==> src/rtl/tt_op_sweeper_if.sv <==
// ----------------------------------------------------------------------------
// tt_op_sweeper_if
// Bundles the self-test sweeper's control, result-capture and status signals.
//
//   start      : one-cycle pulse that begins a sweep when the sweeper is idle
//   full_mode  : sweep length select, sampled with start (0 = 32, 1 = 256)
//   abort      : synchronous abort back to idle
//   res_in     : processor result bus (uo_out)
//   a_out      : operand A to the processor (ui_in[3:0])
//   b_out      : operand B to the processor (uio_in[3:0])
//   busy       : high while a sweep is in progress
//   done       : one-cycle pulse after the final capture
//   vec_idx    : number of vectors captured so far
//   signature  : MISR signature, stable after done
//
// master: the side that drives start/abort/res_in (pad mux / bench)
// slave : the sweeper itself
// ----------------------------------------------------------------------------
interface tt_op_sweeper_if;
    logic        start;
    logic        full_mode;
    logic        abort;
    logic [7:0]  res_in;
    logic [3:0]  a_out;
    logic [3:0]  b_out;
    logic        busy;
    logic        done;
    logic [8:0]  vec_idx;
    logic [15:0] signature;

    modport master (
        output start, full_mode, abort, res_in,
        input  a_out, b_out, busy, done, vec_idx, signature
    );

    modport slave (
        input  start, full_mode, abort, res_in,
        output a_out, b_out, busy, done, vec_idx, signature
    );
endinterface

==> src/rtl/tt_op_sweeper.sv <==
// ----------------------------------------------------------------------------
// tt_op_sweeper
// Self-test stimulus initiator and result capture for the processor core.
// Steps the two 4-bit operands through a fixed sweep, holds each vector for
// SETTLE clocks, then folds the 8-bit core result into a 16-bit MISR.
//
// Ports:
//   clk  : system clock
//   rst  : asynchronous, active-high reset
//   bus  : tt_op_sweeper_if.slave (start/full_mode/abort/res_in in,
//          a_out/b_out/busy/done/vec_idx/signature out)
//
// Parameters:
//   SETTLE : clocks each vector is held before res_in is sampled (1..15)
//   POLY   : MISR feedback polynomial
//   SEED   : MISR value loaded when a sweep starts
// ----------------------------------------------------------------------------
module tt_op_sweeper #(
    parameter int unsigned SETTLE = 2,
    parameter logic [15:0] POLY   = 16'h1021,
    parameter logic [15:0] SEED   = 16'h0000
) (
    input  logic           clk,
    input  logic           rst,
    tt_op_sweeper_if.slave bus
);

    localparam logic [1:0] S_IDLE   = 2'd0;
    localparam logic [1:0] S_HOLD   = 2'd1;
    localparam logic [1:0] S_FINISH = 2'd2;

    localparam logic [3:0] RELOAD = 4'(SETTLE - 1);

    // One MISR update: shift with polynomial feedback, then fold in the result.
    function automatic logic [15:0] misr_step(input logic [15:0] sig,
                                              input logic [7:0]  res);
        return {sig[14:0], 1'b0} ^ (sig[15] ? POLY : 16'h0000) ^ {8'h00, res};
    endfunction

    // Operand pair {a, b} for sweep vector idx.
    // BASIC: b walks 0..15 with a=0, then a walks 0..15 with b=0.
    // FULL : a is the high nibble of idx, b the low nibble.
    function automatic logic [7:0] vec_operands(input logic       full,
                                                input logic [7:0] idx);
        if (full) begin
            return idx;
        end else if (!idx[4]) begin
            return {4'h0, idx[3:0]};
        end else begin
            return {idx[3:0], 4'h0};
        end
    endfunction

    logic [1:0]  state_q, state_d;
    logic        full_q,  full_d;
    logic [3:0]  cnt_q,   cnt_d;
    logic [8:0]  vidx_q,  vidx_d;
    logic [3:0]  a_q,     a_d;
    logic [3:0]  b_q,     b_d;
    logic        busy_q,  busy_d;
    logic        done_q,  done_d;
    logic [15:0] sig_q,   sig_d;

    logic [8:0]  next_vec;
    logic        last_vec;

    always_comb begin
        state_d  = state_q;
        full_d   = full_q;
        cnt_d    = cnt_q;
        vidx_d   = vidx_q;
        a_d      = a_q;
        b_d      = b_q;
        busy_d   = busy_q;
        done_d   = 1'b0;
        sig_d    = sig_q;
        next_vec = vidx_q + 9'd1;
        // vidx_q is also the index of the vector currently being held.
        last_vec = full_q ? (vidx_q == 9'd255) : (vidx_q == 9'd31);

        case (state_q)
            S_IDLE: begin
                // abort wins over a simultaneous start
                if (bus.start && !bus.abort) begin
                    state_d = S_HOLD;
                    full_d  = bus.full_mode;
                    sig_d   = SEED;
                    vidx_d  = 9'd0;
                    a_d     = 4'h0;
                    b_d     = 4'h0;
                    cnt_d   = RELOAD;
                    busy_d  = 1'b1;
                end
            end

            S_HOLD: begin
                if (bus.abort) begin
                    // signature and vec_idx freeze where they are
                    state_d = S_IDLE;
                    busy_d  = 1'b0;
                    a_d     = 4'h0;
                    b_d     = 4'h0;
                end else if (cnt_q == 4'd0) begin
                    sig_d  = misr_step(sig_q, bus.res_in);
                    vidx_d = next_vec;
                    if (last_vec) begin
                        state_d = S_FINISH;
                        done_d  = 1'b1;
                        busy_d  = 1'b0;
                        a_d     = 4'h0;
                        b_d     = 4'h0;
                    end else begin
                        {a_d, b_d} = vec_operands(full_q, next_vec[7:0]);
                        cnt_d      = RELOAD;
                    end
                end else begin
                    cnt_d = cnt_q - 4'd1;
                end
            end

            S_FINISH: begin
                // done is high for exactly this one cycle
                state_d = S_IDLE;
                busy_d  = 1'b0;
                a_d     = 4'h0;
                b_d     = 4'h0;
            end

            default: begin
                state_d = S_IDLE;
                busy_d  = 1'b0;
                a_d     = 4'h0;
                b_d     = 4'h0;
            end
        endcase
    end

    always_ff @(posedge clk or posedge rst) begin
        if (rst) begin
            state_q <= S_IDLE;
            full_q  <= 1'b0;
            cnt_q   <= 4'd0;
            vidx_q  <= 9'd0;
            a_q     <= 4'h0;
            b_q     <= 4'h0;
            busy_q  <= 1'b0;
            done_q  <= 1'b0;
            sig_q   <= SEED;
        end else begin
            state_q <= state_d;
            full_q  <= full_d;
            cnt_q   <= cnt_d;
            vidx_q  <= vidx_d;
            a_q     <= a_d;
            b_q     <= b_d;
            busy_q  <= busy_d;
            done_q  <= done_d;
            sig_q   <= sig_d;
        end
    end

    assign bus.a_out     = a_q;
    assign bus.b_out     = b_q;
    assign bus.busy      = busy_q;
    assign bus.done      = done_q;
    assign bus.vec_idx   = vidx_q;
    assign bus.signature = sig_q;

endmodule

==> src/flat_wrapper.sv <==
// flat-port wrapper written by rule: the top's interface ports become plain ports
module tt_op_sweeper_flat 
#(
    parameter int unsigned SETTLE = 2,
    parameter logic [15:0] POLY   = 16'h1021,
    parameter logic [15:0] SEED   = 16'h0000
)
  (clk, rst, bus_start, bus_full_mode, bus_abort, bus_res_in, bus_a_out, bus_b_out, bus_busy, bus_done, bus_vec_idx, bus_signature);
  tt_op_sweeper_if bus_i ();
  input  logic clk;
  input  logic rst;
  input wire logic [$bits(bus_i.start)-1:0] bus_start;
  input wire logic [$bits(bus_i.full_mode)-1:0] bus_full_mode;
  input wire logic [$bits(bus_i.abort)-1:0] bus_abort;
  input wire logic [$bits(bus_i.res_in)-1:0] bus_res_in;
  output wire logic [$bits(bus_i.a_out)-1:0] bus_a_out;
  output wire logic [$bits(bus_i.b_out)-1:0] bus_b_out;
  output wire logic [$bits(bus_i.busy)-1:0] bus_busy;
  output wire logic [$bits(bus_i.done)-1:0] bus_done;
  output wire logic [$bits(bus_i.vec_idx)-1:0] bus_vec_idx;
  output wire logic [$bits(bus_i.signature)-1:0] bus_signature;
  assign bus_i.start = bus_start;
  assign bus_i.full_mode = bus_full_mode;
  assign bus_i.abort = bus_abort;
  assign bus_i.res_in = bus_res_in;
  assign bus_a_out = bus_i.a_out;
  assign bus_b_out = bus_i.b_out;
  assign bus_busy = bus_i.busy;
  assign bus_done = bus_i.done;
  assign bus_vec_idx = bus_i.vec_idx;
  assign bus_signature = bus_i.signature;
  tt_op_sweeper #(.SETTLE(SETTLE), .POLY(POLY), .SEED(SEED)) u_core (.clk(clk), .rst(rst), .bus(bus_i));
endmodule
==> config.mk <==
export PLATFORM = sky130hd
export DESIGN_NAME = tt_op_sweeper_flat
export DESIGN_NICKNAME = d
export VERILOG_FILES = /design/src/rtl/tt_op_sweeper_if.sv /design/src/rtl/tt_op_sweeper.sv /design/src/flat_wrapper.sv
export SDC_FILE = /design/constraint.sdc
export NUM_CORES = 1
export LEC_CHECK = 0
export ABC_AREA = 1
export CORE_MARGIN = 3
export CORE_UTILIZATION = 45
export DETAILED_ROUTE_END_ITERATION = 6
export GPL_TIMING_DRIVEN = 0
export PLACE_DENSITY = 0.86
export SYNTH_ARGS = -nofsm -noshare
export SYNTH_HDL_FRONTEND = slang
export SYNTH_SLANG_ARGS = --single-unit
export TNS_END_PERCENT = 100
==> constraint.sdc <==
create_clock -name clk -period 1.52 [get_ports clk]
set_clock_uncertainty 0.2 [all_clocks]
set_input_delay 0.304 -clock clk [delete_from_list [all_inputs] [get_ports clk]]
set_output_delay 0.304 -clock clk [all_outputs]
set_load 0.01 [all_outputs]
==> impl_metrics.toml <==
[synthesis]
yosys_warnings = 0
ys_seq_area_frac = 0.485
synth_edf_count = 0
ys_seq_elements = 41
syn_area_mm2 = 0.00211
synth.net_count = 260
syn_area_per_cell_um2 = 8.66
synth_flop_cell = "dfrtp_1"
synthCells = 244
ys_async_sr_fraction = 1.00
synth_cell_types = 26

[placement]
dp_hpwl_um = 3400
port_buffers = 47
place_ws_ps = -486
globalplace.congestion = 0.863

[final_layout]
fin_nets = 350
final_cell_mix = "nand2_1 (61), dfrtp_1 (33), buf_4 (26)"
drive_gt1_frac = 0.385
final_common_cell = "nand2_1"
n_antenna_cell = 0
fin_util = 0.731
area_growth_pct = 53.8
fillers = 310

[drt]
drtIter0Drc = 173
vias = 2141
via_per_inst = 5.53
dr.pass1.iters = 7
wire_per_inst_um = 16.8
drtAntennaViolNets = 0
wirelength_um = 6510
drc = 0

[min_path]
hold_path.class = "input port to register"

[worst_setup_path]
cpMaxStageDelayCell = "dfrtp_2"
cp_slowest_stage_delay_ps = 410
worst_setup_path_end_kind = "register"
cp-start-kind = "register"
worstSetupPathType = "register to register"
required_ps = 1520
critPathArrivalTime_ps = 1840
path_common_cell = "nand2_4"
crit_chain = "buf_12, ha_4, nand2_4, nor3_4, nand3_2, nand2_4, inv_6, nand2_2, nand2_1"
crit_fanout = 6

[floorplan]
core_mm2 = 0.00444
start_util = 0.476
dieArea_mm2 = 0.00555
io-pin-count = 48
fp-row-count = 24
die_x_um = 74.5
die_y_um = 74.5

[clocking]
cts_hold_buffers = 0
worstSkewPairLatency_ps = 300
path_clk_slew_ps = 80
clockBufferDepth = 2
h-tree-depth = 2
numCtsBuffers = 5
cts_tree = "built"
cts_root_buf = "clkbuf_8"
clock_sinks = 41

[grt]
antenna_found_initial = 0
grt_pass1_vias = 1990
track_usage = 0.228
grt_pass1_wl_um = 9420
grt_max_degree = 42
grt-ovfl-total = 0

[power]
leakage_nw = 1.63
p_per_area_mw_per_mm2 = 980
ir_drop_mv = 0.739
total_power_mw = 3.19

[timing]
rsz0062_at_grt = "yes"
fmax_mhz = 544
hold_viol = 0
worst_pin_slew_ps = 837
setup_slack_ps = -318
min_period_ps = 1840
finalSetupTns_ps = -5330
drv_slew = 0
slew_headroom = 0.441
setup_viol = 42
fin_crit_sh = 1.21

[run_status]
violations = "negative setup slack"
outcome = "complete, but fails checks"

[job]
drv_cap = 0
[layout make-up]
class	instances	area, µm²	share of cell area
clock buffer	7	96.3	0.0296
multi-input combinational	172	1130	0.349
inverter	28	123	0.0377
sequential	41	1040	0.319
clock inverter	1	5.00	0.00154
tap	52	65.1	0.0200
buffer	3	37.5	0.0116
timing repair buffer	83	753	0.232
[cells in the mapped netlist (4+ instances only)]
master   number  area share
inv_1        21       0.037
nand2_2       8       0.024
nor2_1       11       0.020
nand2_1      70        0.12
o21ai_0       8       0.019
nand3_1      14       0.033
xnor2_1      12       0.050
dfrtp_1      41        0.49
nand4_1       6       0.018
inv_2         4      0.0071
o21ai_1      14       0.033
o21ai_2      11       0.046
[registers in the layout, summed over array words and instances, names as in the netlist]
register / flops
u_core.bus.signature: 16
u_core.bus.vec_idx: 9
u_core.bus.a_out: 4
u_core.bus.b_out: 4
u_core.cnt_q: 4
u_core.state_q: 2
u_core.bus.done: 1
u_core.full_q: 1
[path summary, 6_finish.rpt]
kind / from / to / slack (ps) / cells past startpoint
min: bus_abort / u_core.bus.done / 210 / 2
max reg2reg: u_core.bus.vec_idx[0] / u_core.cnt_q[3] / -320 / 9
max in group asynchronous: rst / u_core.bus.vec_idx[7] / 250 / 2
min in group asynchronous: rst / u_core.bus.signature[8] / 290 / 2
max: u_core.bus.vec_idx[0] / u_core.cnt_q[3] / -320 / 9
min reg2reg: u_core.bus.a_out[3] / u_core.bus.a_out[3] / 270 / 2
[per-stage QoR]
stage | instances | hold slack, ps | cell area, µm²
CTS | 375 | 216 | 3140
global route | 387 | 229 | 3250
floorplan | 244 | 170 | 2130
global placement | 343 | 264 | 2660
detailed placement | 343 | 264 | 2660
finish | 387 | 213 | 3250
[layer usage]
metal / part of all wire / up-vias / routed length, µm / track usage
li1: - / 970 / - / -
met1: 0.37 / 1052 / 2400 / 0.270
met2: 0.53 / 99 / 3440 / 0.400
met3: 0.066 / 20 / 427 / 0.0649
met4: 0.038 / 0 / 247 / 0.0711
met5: 0 / - / 0 / 0
[power breakdown]
| group | total, mW | internal (mW) | switching [mW] |
|---|---|---|---|
| clock network | 0.799 | 0.410 | 0.388 |
| registers | 1.28 | 1.18 | 0.0939 |
| logic | 1.11 | 0.514 | 0.595 |
| total | 3.19 | 2.11 | 1.08 |
[logic make-up after synthesis]
family          share of synthesized area
fa+ha+maj                          0.0178
xor+xnor                           0.0580
flops                               0.485
compound gates                      0.115
buf+inv                            0.0657
simple gates                        0.258
[what timing repair did]
item / CTS / global route
buffers inserted: 21 / 12
gates cloned: 3 / 0
setup endpoints to repair: 74 / 57
resized for setup: 113 / 19
pin swaps: 26 / 15
[worst max-delay path, delay by kind of cell (launching register included)]
| kind | cells | cell delay (ps) |
|---|---|---|
| buffers and inverters | 2 | 170 |
| flip-flops | 1 | 410 |
| AND/OR/NAND/NOR | 6 | 780 |
| adder cells (fa/ha/maj) | 1 | 160 |
Note: power is estimated with default switching activity, not from simulation.
